<file path="src/rtl/stream_timestamp_inserter_if.sv">
// Valid/ready word stream used on both sides of the timestamp inserter.
// The master drives valid and data. The slave drives ready.
interface stream_timestamp_inserter_if #(
    parameter int DATA_WIDTH = 32
);
    logic                  valid;
    logic                  ready;
    logic [DATA_WIDTH-1:0] data;

    modport master (output valid, output data, input ready);
    modport slave  (input valid, input data, output ready);
endinterface

</file>
<file path="src/rtl/stream_timestamp_inserter.sv">
// Small first-word-fall-through buffer between the readout arbiter and the
// BRAM output FIFO. When enabled, it periodically injects a timestamp marker
// word ({TS_HEADER, TIMESTAMP[27:0]}) into the stream. A pending timestamp
// has priority over upstream data.
module stream_timestamp_inserter #(
    parameter int         DEPTH        = 4,
    parameter logic [3:0] TS_HEADER    = 4'b0101,
    parameter int         PERIOD_WIDTH = 16
) (
    input  logic                          BUS_CLK,
    input  logic                          BUS_RST_N,
    input  logic                          ENABLE,
    input  logic [PERIOD_WIDTH-1:0]       PERIOD,
    input  logic [31:0]                   TIMESTAMP,
    stream_timestamp_inserter_if.slave    upstream,
    stream_timestamp_inserter_if.master   downstream,
    output logic [31:0]                   WORD_COUNT,
    output logic [PERIOD_WIDTH-1:0]       TS_COUNT,
    output logic                          OVERRUN
);

    localparam int PTR_WIDTH   = (DEPTH > 1) ? $clog2(DEPTH) : 1;
    localparam int COUNT_WIDTH = $clog2(DEPTH) + 1;

    localparam logic [COUNT_WIDTH-1:0]  FULL_COUNT = COUNT_WIDTH'(DEPTH);
    localparam logic [PERIOD_WIDTH-1:0] PERIOD_ONE = PERIOD_WIDTH'(1);

    logic [31:0]             mem [DEPTH];
    logic [PTR_WIDTH-1:0]    rd_ptr;
    logic [PTR_WIDTH-1:0]    wr_ptr;
    logic [COUNT_WIDTH-1:0]  count;

    logic [PERIOD_WIDTH-1:0] period_cnt;
    logic                    ts_pending;
    logic [27:0]             ts_reg;

    logic                    has_room;
    logic                    period_active;
    logic                    expire;
    logic                    insert;
    logic                    push;
    logic                    pop;
    logic                    write;
    logic [31:0]             write_data;

    // Head of the buffer is always visible downstream (fall-through).
    // Upstream is refused while a timestamp waits, so the marker wins
    // the next free slot.
    assign downstream.valid = (count != '0);
    assign downstream.data  = mem[rd_ptr];
    assign upstream.ready   = BUS_RST_N & has_room & ~ts_pending;

    // Handshake decode and write-port selection between data and timestamp.
    always_comb begin
        has_room      = (count < FULL_COUNT);
        push          = upstream.valid & upstream.ready;
        insert        = ts_pending & has_room;
        write         = push | insert;
        write_data    = insert ? {TS_HEADER, ts_reg} : upstream.data;
        pop           = downstream.valid & downstream.ready;
        period_active = ENABLE & (PERIOD != '0);
        expire        = period_active & (period_cnt == (PERIOD - PERIOD_ONE));
    end

    // Storage array. Contents after reset are don't-care, so it has no reset.
    always_ff @(posedge BUS_CLK) begin
        if (write) begin
            mem[wr_ptr] <= write_data;
        end
    end

    // Read/write pointers and occupancy. Pointers wrap naturally at DEPTH.
    always_ff @(posedge BUS_CLK or negedge BUS_RST_N) begin
        if (!BUS_RST_N) begin
            rd_ptr <= '0;
            wr_ptr <= '0;
            count  <= '0;
        end else begin
            if (write) begin
                wr_ptr <= wr_ptr + 1'b1;
            end
            if (pop) begin
                rd_ptr <= rd_ptr + 1'b1;
            end
            if (write && !pop) begin
                count <= count + 1'b1;
            end else if (!write && pop) begin
                count <= count - 1'b1;
            end
        end
    end

    // Period counter and pending timestamp. A new expiry overwrites ts_reg,
    // so at most one marker is queued and it carries the latest time.
    always_ff @(posedge BUS_CLK or negedge BUS_RST_N) begin
        if (!BUS_RST_N) begin
            period_cnt <= '0;
            ts_pending <= 1'b0;
            ts_reg     <= '0;
        end else if (!period_active) begin
            period_cnt <= '0;
            ts_pending <= 1'b0;
        end else if (expire) begin
            period_cnt <= '0;
            ts_pending <= 1'b1;
            ts_reg     <= TIMESTAMP[27:0];
        end else begin
            period_cnt <= period_cnt + 1'b1;
            if (insert) begin
                ts_pending <= 1'b0;
            end
        end
    end

    // Sticky overrun: an expiry found the previous marker still waiting.
    // An expiry in the same cycle as an insertion is not an overrun.
    always_ff @(posedge BUS_CLK or negedge BUS_RST_N) begin
        if (!BUS_RST_N) begin
            OVERRUN <= 1'b0;
        end else if (!ENABLE) begin
            OVERRUN <= 1'b0;
        end else if (expire && ts_pending && !insert) begin
            OVERRUN <= 1'b1;
        end
    end

    // Free-running statistics counters. Both wrap.
    always_ff @(posedge BUS_CLK or negedge BUS_RST_N) begin
        if (!BUS_RST_N) begin
            WORD_COUNT <= '0;
            TS_COUNT   <= '0;
        end else begin
            if (pop) begin
                WORD_COUNT <= WORD_COUNT + 32'd1;
            end
            if (insert) begin
                TS_COUNT <= TS_COUNT + 1'b1;
            end
        end
    end

endmodule
</file>
<file path="src/flat_wrapper.sv">
// flat-port wrapper written by rule: the top's interface ports become plain ports
module stream_timestamp_inserter_flat 
#(
    parameter int         DEPTH        = 4,
    parameter logic [3:0] TS_HEADER    = 4'b0101,
    parameter int         PERIOD_WIDTH = 16
)
  (BUS_CLK, BUS_RST_N, ENABLE, PERIOD, TIMESTAMP, WORD_COUNT, TS_COUNT, OVERRUN, upstream_valid, upstream_data, upstream_ready, downstream_valid, downstream_data, downstream_ready);
  stream_timestamp_inserter_if upstream_i ();
  stream_timestamp_inserter_if downstream_i ();
  input  logic BUS_CLK;
  input  logic BUS_RST_N;
  input  logic ENABLE;
  input  logic [PERIOD_WIDTH-1:0] PERIOD;
  input  logic [31:0] TIMESTAMP;
  output logic [31:0] WORD_COUNT;
  output logic [PERIOD_WIDTH-1:0] TS_COUNT;
  output logic OVERRUN;
  input wire logic [$bits(upstream_i.valid)-1:0] upstream_valid;
  input wire logic [$bits(upstream_i.data)-1:0] upstream_data;
  output wire logic [$bits(upstream_i.ready)-1:0] upstream_ready;
  output wire logic [$bits(downstream_i.valid)-1:0] downstream_valid;
  output wire logic [$bits(downstream_i.data)-1:0] downstream_data;
  input wire logic [$bits(downstream_i.ready)-1:0] downstream_ready;
  assign upstream_i.valid = upstream_valid;
  assign upstream_i.data = upstream_data;
  assign upstream_ready = upstream_i.ready;
  assign downstream_valid = downstream_i.valid;
  assign downstream_data = downstream_i.data;
  assign downstream_i.ready = downstream_ready;
  stream_timestamp_inserter #(.DEPTH(DEPTH), .TS_HEADER(TS_HEADER), .PERIOD_WIDTH(PERIOD_WIDTH)) u_core (.BUS_CLK(BUS_CLK), .BUS_RST_N(BUS_RST_N), .ENABLE(ENABLE), .PERIOD(PERIOD), .TIMESTAMP(TIMESTAMP), .upstream(upstream_i), .downstream(downstream_i), .WORD_COUNT(WORD_COUNT), .TS_COUNT(TS_COUNT), .OVERRUN(OVERRUN));
endmodule
</file>
<file path="config.mk">
export PLATFORM = sky130hd
export DESIGN_NAME = stream_timestamp_inserter_flat
export DESIGN_NICKNAME = d
export VERILOG_FILES = /design/src/rtl/stream_timestamp_inserter_if.sv /design/src/rtl/stream_timestamp_inserter.sv /design/src/flat_wrapper.sv
export SDC_FILE = /design/constraint.sdc
export NUM_CORES = 1
export LEC_CHECK = 0
export CAP_MARGIN = 25
export CORE_MARGIN = 2
export CORE_UTILIZATION = 53
export CTS_CLUSTER_SIZE = 16
export DETAILED_ROUTE_END_ITERATION = 7
export PLACE_DENSITY = 0.89
export SLEW_MARGIN = 0
export SYNTH_ARGS = -nofsm -noshare
export SYNTH_HDL_FRONTEND = slang
export SYNTH_SLANG_ARGS = --single-unit
</file>
<file path="constraint.sdc">
create_clock -name BUS_CLK -period 3.5 [get_ports BUS_CLK]
set_input_delay 0.7 -clock BUS_CLK [delete_from_list [all_inputs] [get_ports BUS_CLK]]
set_output_delay 0.7 -clock BUS_CLK [all_outputs]
set_load 0.05 [all_outputs]
</file>
# After elaboration in Yosys (flattened, before gate mapping)
# Memory sizes are Yosys's and may differ from the RTL's.
# Cells that the tools add are included.
[totals]
reg_bits = 101
latch_bits = 0
ram_bits = 128
romBits = 0
input_bits = 85
out_inout_bits = 83
n_memories = 1
[memory_table]
columns = ["name", "depth", "word_bits", "rd", "rd_clocked_by_memory_dff", "wr", "line", "text"]
rows = [
  ["u_core.mem", 4, 32, 1, 0, 1, "stream_timestamp_inserter.sv:28", "logic [31:0] mem [DEPTH];"],
]
[op_classes]
add_sub_neg = 8
mul = 0
div = 0
n_lt_le_gt_ge = 1
n_eq_ne = 3
shift = 0
mux = 12
bitwise_logic = 9
reduce_logical = 11
[op_table]
columns = ["operator", "n"]
rows = [
  ["16-bit by 1-bit adder with 16-bit output, second input constant", 2],
  ["32-bit by 1-bit adder with 32-bit output, second input constant", 1],
  ["16-bit two-way mux", 2],
  ["32-bit two-way mux", 1],
  ["16-bit == test", 1],
  ["16-bit nonzero test", 1],
  ["16-bit by 1-bit subtractor with 16-bit output, second input constant", 1],
  ["1-bit AND", 7],
  ["1-bit two-way mux", 7],
  ["3-bit two-way mux", 2],
  ["2-bit by 1-bit adder with 2-bit output, second input constant", 2],
  ["1-bit logical AND", 4],
  ["3-bit by 1-bit adder with 3-bit output, second input constant", 1],
  ["1-bit logical NOT", 3],
  ["3-bit less-than comparator, second input constant", 1],
  ["3-bit != test, second input constant", 1],
  ["3-bit nonzero test", 1],
  ["3-bit by 1-bit subtractor with 3-bit output, second input constant", 1],
  ["2-bit by 1-bit != test with 1-bit output, second input constant", 1],
  ["2-bit AND reduction", 1],
  ["2-bit nonzero test", 1],
  ["1-bit inverter", 1],
  ["1-bit bitwise OR", 1],
]

# Logic depth before layout (Yosys ltp)
# Gate-level depths: netlist of the first run.
[depth]
ltp_word = 9
depth_mapped = 10
ltp_nobuf = 9

# Worst setup path before layout of the first run
# Ideal clock, no wire load.
[synth_timing]
path_kind = "input port to flip-flop"
startpoint = "in BUS_RST_N"
endpoint = "mem u_core.mem[0][0] (enable)"
arrival_time_ns = 3.880
required_time_ns = 3.075
path_slack_ns = -0.805
path_stages = 3
cell_sequence = "nor3b_1 > a21oi_1 > nor2b_1"
[synth_between]
elab_chain_len = 6
[synth_lines]
columns = ["item", "line", "text"]
rows = [
  ["start: declaration", "flat_wrapper.sv:12", "input logic BUS_RST_N;"],
  ["1-bit AND (2 in series)", "stream_timestamp_inserter.sv:51", "assign upstream.ready = BUS_RST_N & has_room & ~ts_pending;"],
  ["1-bit AND", "stream_timestamp_inserter.sv:56", "push = upstream.valid & upstream.ready;"],
  ["1-bit bitwise OR", "stream_timestamp_inserter.sv:58", "write = push | insert;"],
  ["1-bit two-way mux", "stream_timestamp_inserter.sv:67", "if (write) begin"],
  ["1-bit two-way mux (not written as such)", "stream_timestamp_inserter.sv:68", "mem[wr_ptr] <= write_data;"],
  ["end: declaration", "stream_timestamp_inserter.sv:28", ""],
]
# Every way passes these cells.

# Worst setup path in the final report of the first run
[layout_timing]
startpoint = "in PERIOD[0]"
endpoint = "reg u_core.ts_reg[27]"
[layout_between]
elab_chain_len = 4
word_cells_on_any_way = 6
classes_between = "add/sub: 1; eq/ne: 1; bitwise: 2; reduce/logical: 2"
[layout_lines]
columns = ["item", "line", "text"]
rows = [
  ["start: declaration", "flat_wrapper.sv:14", "input logic [PERIOD_WIDTH-1:0] PERIOD;"],
  ["16-bit by 1-bit subtractor with 16-bit output / 16-bit nonzero test (equally long branches)", "stream_timestamp_inserter.sv:62, stream_timestamp_inserter.sv:61", ""],
  ["16-bit == test / 1-bit AND (equally long branches)", "stream_timestamp_inserter.sv:62, stream_timestamp_inserter.sv:61", ""],
  ["1-bit AND", "stream_timestamp_inserter.sv:62", "expire = period_active & (period_cnt == (PERIOD - PERIOD_ONE));"],
  ["2-bit AND reduction (no line) *", "-", ""],
  ["end signal: assignment", "stream_timestamp_inserter.sv:106", "ts_reg <= TIMESTAMP[27:0];"],
  ["end: declaration", "stream_timestamp_inserter.sv:35", "logic [27:0] ts_reg;"],
]
# Mark *: on every way between the ends. The rest lies on a longest branch, timed or not.
# A chain may end at the register's enable or synchronous reset.

==> results.yml, run 1 <==
clocking:
  clkLatencyLatePin_ns: 0.50
  max-clock-path-buffers: 3
  root_buffer: "clkbuf_16"
  cts_resized: 0
  cts_num_sinks: 229
  numCtsBuffers: 23
  cts.clk_slew.worst_paths_ns: 0.06
  cts_setup_buffers: 0
  cts_htree_levels: 1
  cts_tree: "yes"
  cts_hold_buf: 0
floorplan:
  die_area_sq_mm: 0.01977
  core_region_area_sq_mm: 0.01815
  die_h_microns: 140.6
  fp.dieW_microns: 140.6
  initial_core_util: 0.5450
  rows: 49
  io_pins: 168
synthesis:
  yosysWarnings: 0
  synth.area.top_cells: "edfxtp_1 39%, dfrtp_1 26%, mux4_2 7.3%"
  ys_seq_area_frac: 0.6442
  synth_cell_type_count: 51
  synth_edf_count: 128
  syn_nets: 729
  yosysMostFrequentCell: "edfxtp_1"
  synth_top_area_cell: "edfxtp_1"
  syn_inst: 633
  post_synth.cell_area_avg_sq_um: 15.62
  synth.top_cell.area_share: 0.3887
  synth-async-reset-ratio: 0.4410
  ys_ff_latch: 229
  syn-cell-area_sq_mm: 0.009889
  synth_commonest_cells: "128 x edfxtp_1, 101 x dfrtp_1, 56 x xnor2_1, 32 x mux4_2, 32 x xor2_1"
  synthFlopType: "edfxtp_1"
status:
  status: "finished clean"
setup_path:
  cp_cell_sequence: "clkdlybuf4s50_1 -> buf_4 -> nor4_2 -> a21oi_1 -> nor4_1 -> nand4_1 -> nor4b_4 -> buf_4 -> mux2_1"
  worstSetupStartpoint: "PERIOD[0]"
  cpMostUsedCell: "buf_4"
  worstSetupPathType: "primary input to register"
  cp_num_buf_inv: 3
  required_ns: 3.87
  worstPathMaxFanout: 7
  r2r_end: "u_core.ts_reg[27]"
  r2r_cells: 7
  cpMaxStageDelayCell: "nor4_2"
  r2r-start: "u_core.period_cnt[15]"
  start_kind: "primary input"
  crit_family: "simple AND/OR/NAND/NOR gates"
  regToRegSetupSlack_ns: 0.88
  cp.arrival_ns: 3.60
  cp_slowest_stage_delay_ns: 0.64
  end_kind: "register"
timing:
  rsz0062_at_grt: "false"
  tightestPinTransition_ns: 0.8913
  relSlewSlack: 0.4058
  timing.final.crit_share: 0.9208
  skew_ns: 0.009133
  finalHoldViolCount: 0
  layout_min_cycle_time_ns: 3.223
  setup_viol: 0
  drv_slew: 0
  max_freq_ghz: 0.3103
detailed_routing:
  routed_wl_microns: 20350
  vias: 5948
  drt_first_pass_iters: 4
  wl_per_cell_microns: 18.93
  avgViaCountPerCell: 5.533
  drc: 0
  final_antenna_net_count: 0
  drt_iter0_markers: 368
grt:
  antenna_found_initial: 1
  track_usage: 0.2068
  overflow: 0
  grt_pass1_vias: 6418
  grt_start_max_net_pins: 70
  grt_first_pass_wirelength_microns: 32740
finish:
  final_util: 0.6951
  largest_register_ffs: 128
  final_area_sq_mm: 0.01261
  layout.nets: 924
  area_delta_synth_final_pct: 27.56
  drive_gt1_frac: 0.2095
pwr:
  swShare: 0.3350
  leakagePower_nw: 4.914
  p_per_area_mw_per_mm2: 637.0
  power.switching_w: 0.002692
  combPwrFrac: 0.316
  vdd.ir_drop.worst_uv: 509.8
  pwr-share-seq: 0.399
  pwr-share-clk: 0.285
  intPower_w: 0.005344
job:
  cap_violations: 0
place:
  post-dp-hpwl_microns: 13570
  io_buffers: 163
  placed_cell_area_sq_mm: 0.01191
  place.gp.congestion: 0.8379
min_path:
  hold_path_class: "primary input to async pin"
## power by group through the flow
stage | Combinational (W) | Sequential [W] | Clock (W)
after global routing | 0.00268 | 0.00323 | 0.00245
after detailed placement | 0.00257 | 0.00326 | 0
final | 0.00254 | 0.00320 | 0.00229
after global placement | 0.00253 | 0.00324 | 0
after CTS | 0.00257 | 0.00320 | 0.00234
after floorplan | 0.00167 | 0.00333 | 0
## how the worst max path moves through the flow
stage	cells after the start	slack [ns]	to
2_1_floorplan	3	0.37	u_core.mem[1][0]
3_3_place_gp	9	-0.11	u_core.ts_reg[27]
3_5_place_dp	9	-0.22	u_core.ts_reg[27]
4_1_cts	9	0.29	u_core.ts_reg[27]
5_1_grt	9	0.09	u_core.ts_reg[27]
6_report	9	0.28	u_core.ts_reg[27]
## layout by cell type, fill, tap and decap left out, types with 3 or more instances in the layout
cell type        instances
dfrtp_1                100
clkbuf_16               23
ha_1                    10
and4_1                   5
nor2b_1                  3
and2_1                   4
xor2_1                  32
nor2_1                  14
clkbuf_1                 8
or2_1                    3
nor3_1                  21
nand3_1                 30
xnor2_1                 56
mux2_2                  31
nand4_1                 16
mux2i_1                  3
edfxtp_1               128
a21oi_1                  4
inv_1                    8
nand2_1                 31
clkinv_2                 3
buf_4                   61
mux2_1                  28
nor4_2                   4
clkdlybuf4s50_1        129
nor2b_4                  5
mux4_2                  32
and3_1                  11
## cells by family (layout without fill, tap and decap cells)
kind of cell | after synthesis | count (layout) | share of synthesized area
fa+ha+maj | 11 | 11 | 0.01468
other cells | 0 | 1 | 0
flops | 229 | 229 | 0.6442
buf+inv | 31 | 243 | 0.01429
compound gates | 17 | 17 | 0.01291
xor+xnor | 88 | 88 | 0.07794
mux | 94 | 94 | 0.1431
simple gates | 163 | 163 | 0.09286
## metal layers
layer	global-route usage	up-vias	routed length [microns]
met4	0.05158	0	348
met1	0.2634	2949	8269
met2	0.3607	206	10140
met5	0	-	0
met3	0.04993	35	1590
li1	-	2758	-
## per-stage QoR
step | setup slack [ns] | power, W | setup TNS, ns | instances | hold WS (ns)
global placement | -0.1085 | 0.005770 | -3.883 | 1032 | 0.4607
finish | 0.2773 | 0.008036 | 0 | 1075 | 0.2432
detailed placement | -0.2231 | 0.005822 | -7.721 | 1032 | 0.4681
floorplan | 0.3736 | 0.005001 | 0 | 633 | 0.4044
global route | 0.09001 | 0.008349 | 0 | 1074 | 0.2751
CTS | 0.2918 | 0.008113 | 0 | 1074 | 0.2482
## final cells by class
cell class	count	area, sq um
repair buffers	192	1789
flip-flops and latches	229	6372
well taps	229	286.5
multi-input cells	373	3428
clock inverters	10	82.58
inverters	9	33.78
clock buffers	32	619.3
diodes	1	2.502
fillers	1204	5533
No activity file was read; power rests on OpenSTA's default activity.
==> run 2: changes to the inputs <==
CORE_MARGIN = 5   (was 2)
SKIP_LAST_GASP = 1   (was not set)
==> run 2 against run 1 <==
Compared with the run above:
- die area is 8.7% higher
- total power is 3.8% higher
- worst hold slack better by 0.030 ns
- maximum frequency is 3.0% lower
- combinational power is 2% higher
- core utilization is 0.37 points lower
- critical endpoint is now downstream_data[14]
- clock-buffer cell count is 6 lower
- critical path depth is 6 lower
- sequential cell count stayed put
- non-clock buffer count is 3 higher
- via count is 0.45% higher
- clock skew is 0.0099 ns higher
==> results.yml, run 2 (same netlist as run 1, synthesis figures left out) <==
finish:
  largest_register_ffs: 128
  diodes: 0
  final_cell_mix: "154 x clkdlybuf4s50_1, 128 x edfxtp_1, 100 x dfrtp_1"
  final_area_sq_mm: 0.01280
  area_delta_synth_final_pct: 29.47
  layout.nets: 927
  layout_commonest_cell: "clkdlybuf4s50_1"
  drive_gt1_frac: 0.1875
  finalNonFillerCells: 1082
floorplan:
  fp.dieW_microns: 146.6
  die_h_microns: 146.6
  initial_core_util: 0.5341
  die_area_sq_mm: 0.02149
  io_pins: 168
  rows: 50
  core_region_area_sq_mm: 0.01852
place:
  place.gp.congestion: 0.8679
  placed_cell_area_sq_mm: 0.01201
  post-dp-hpwl_microns: 14180
  place_inst: 1040
  io_buffers: 163
grt:
  antenna_found_initial: 0
  grt_start_max_net_pins: 66
  grt_first_pass_wirelength_microns: 33660
  track_usage: 0.1928
  overflow: 0
  grt_pass1_vias: 6358
detailed_routing:
  final_antenna_net_count: 0
  avgViaCountPerCell: 5.522
  vias: 5975
  drt_first_pass_iters: 4
  routed_wl_microns: 20620
  drc: 0
  wl_per_cell_microns: 19.06
  drt_iter0_markers: 329
timing:
  tightestPinTransition_ns: 0.8322
  timing.final.crit_share: 0.9490
  setup_viol: 0
  finalHoldViolCount: 0
  drv_slew: 0
  layout_min_cycle_time_ns: 3.322
  relSlewSlack: 0.4452
  max_freq_ghz: 0.3011
  rsz0062_at_grt: "false"
  skew_ns: 0.01901
clocking:
  cts_htree_levels: 1
  cts_hold_buf: 0
  cts_setup_buffers: 0
  max-clock-path-buffers: 3
  clkLatencyLatePin_ns: 0.51
  cts_resized: 0
  root_buffer: "clkbuf_16"
  numCtsBuffers: 23
  cts.clk_slew.worst_paths_ns: 0.06
  cts_num_sinks: 229
  cts_tree: "yes"
job:
  cap_violations: 0
status:
  status: "finished clean"
setup_path:
  start_kind: "register"
  worstPathMaxFanout: 28
  required_ns: 2.80
  cpMaxStageDelayCell: "clkdlybuf4s50_1"
  end_kind: "primary output"
  cp_cell_sequence: "buf_12 -> mux4_2 -> clkdlybuf4s50_1"
  cp_slowest_stage_delay_ns: 0.75
  cp.arrival_ns: 2.62
  worstSetupPathType: "register to primary output"
min_path:
  hold_path_class: "primary input to async pin"
pwr:
  pwr-share-clk: 0.304
  vdd.ir_drop.worst_uv: 419.4
  combPwrFrac: 0.310
  power_w: 0.008339
  power.switching_w: 0.002715
  swShare: 0.3255
  p_per_area_mw_per_mm2: 651.3
  intPower_w: 0.005625
  leakagePower_nw: 4.961
  pwr-share-seq: 0.386
## run 2: through the flow
stage / hold WS, ns / util / TNS [ns] / worst slack [ns]
after global placement: 0.4613 / 0.6488 / -1.767 / -0.06296
after CTS: 0.2952 / 0.6914 / 0 / 0.1347
final: 0.2728 / 0.6914 / 0 / 0.1783
after floorplan: 0.4044 / - / 0 / 0.3736
after detailed placement: 0.4604 / 0.6488 / -3.709 / -0.1217
after global routing: 0.3162 / 0.6914 / 0 / 0.04742
## run 2: final timing paths
path	cells past startpoint	startpoint	slack [ns]	end
worst min-delay path	2	BUS_RST_N	0.27	u_core.WORD_COUNT[6]
max in group asynchronous	3	BUS_RST_N	1.97	u_core.rd_ptr[0]
min in group BUS_CLK	1	u_core.WORD_COUNT[31]	0.47	u_core.WORD_COUNT[31]
worst max register to register	7	u_core.period_cnt[2]	0.99	u_core.ts_reg[6]
worst min register to register	1	u_core.WORD_COUNT[31]	0.47	u_core.WORD_COUNT[31]
worst max-delay path	3	u_core.rd_ptr[0]	0.18	downstream_data[14]
## run 2: area by class of cell
type / instances / area, sq um
Sequential cell: 229 / 6372
Fill cell: 1244 / 5714
Multi-Input combinational cell: 373 / 3428
Timing Repair Buffer: 195 / 1887
Clock buffer: 26 / 596.8
Tap cell: 234 / 292.8
Clock inverter: 16 / 192.7
Inverter: 9 / 33.78
## run 2: power by group through the flow
| stage | sequential, W | clock (W) | combinational (W) |
|---|---|---|---|
| 4_1_cts | 0.00322 | 0.00258 | 0.00263 |
| 3_5_place_dp | 0.00328 | 0 | 0.00261 |
| 6_report | 0.00322 | 0.00253 | 0.00259 |
| 2_1_floorplan | 0.00333 | 0 | 0.00167 |
| 5_1_grt | 0.00324 | 0.00271 | 0.00273 |
| 3_3_place_gp | 0.00326 | 0 | 0.00259 |
## run 2: per-layer routing
metal  GRT usage  wire, microns  vias to the layer above  part of all wire
met1      0.2542           8554                     2991              0.41
met4     0.03528            293                        0             0.014
li1            -              -                     2763                 -
met2      0.3275          10310                      197              0.50
met5           0              0                        -                 0
met3     0.05152           1463                       24             0.071
## run 2: critical path, delay by kind of cell, from the launching register on
family	cells	cell delay, ns
multiplexers	1	0.55
buffers and inverters	2	1.02
flip-flops	1	0.50
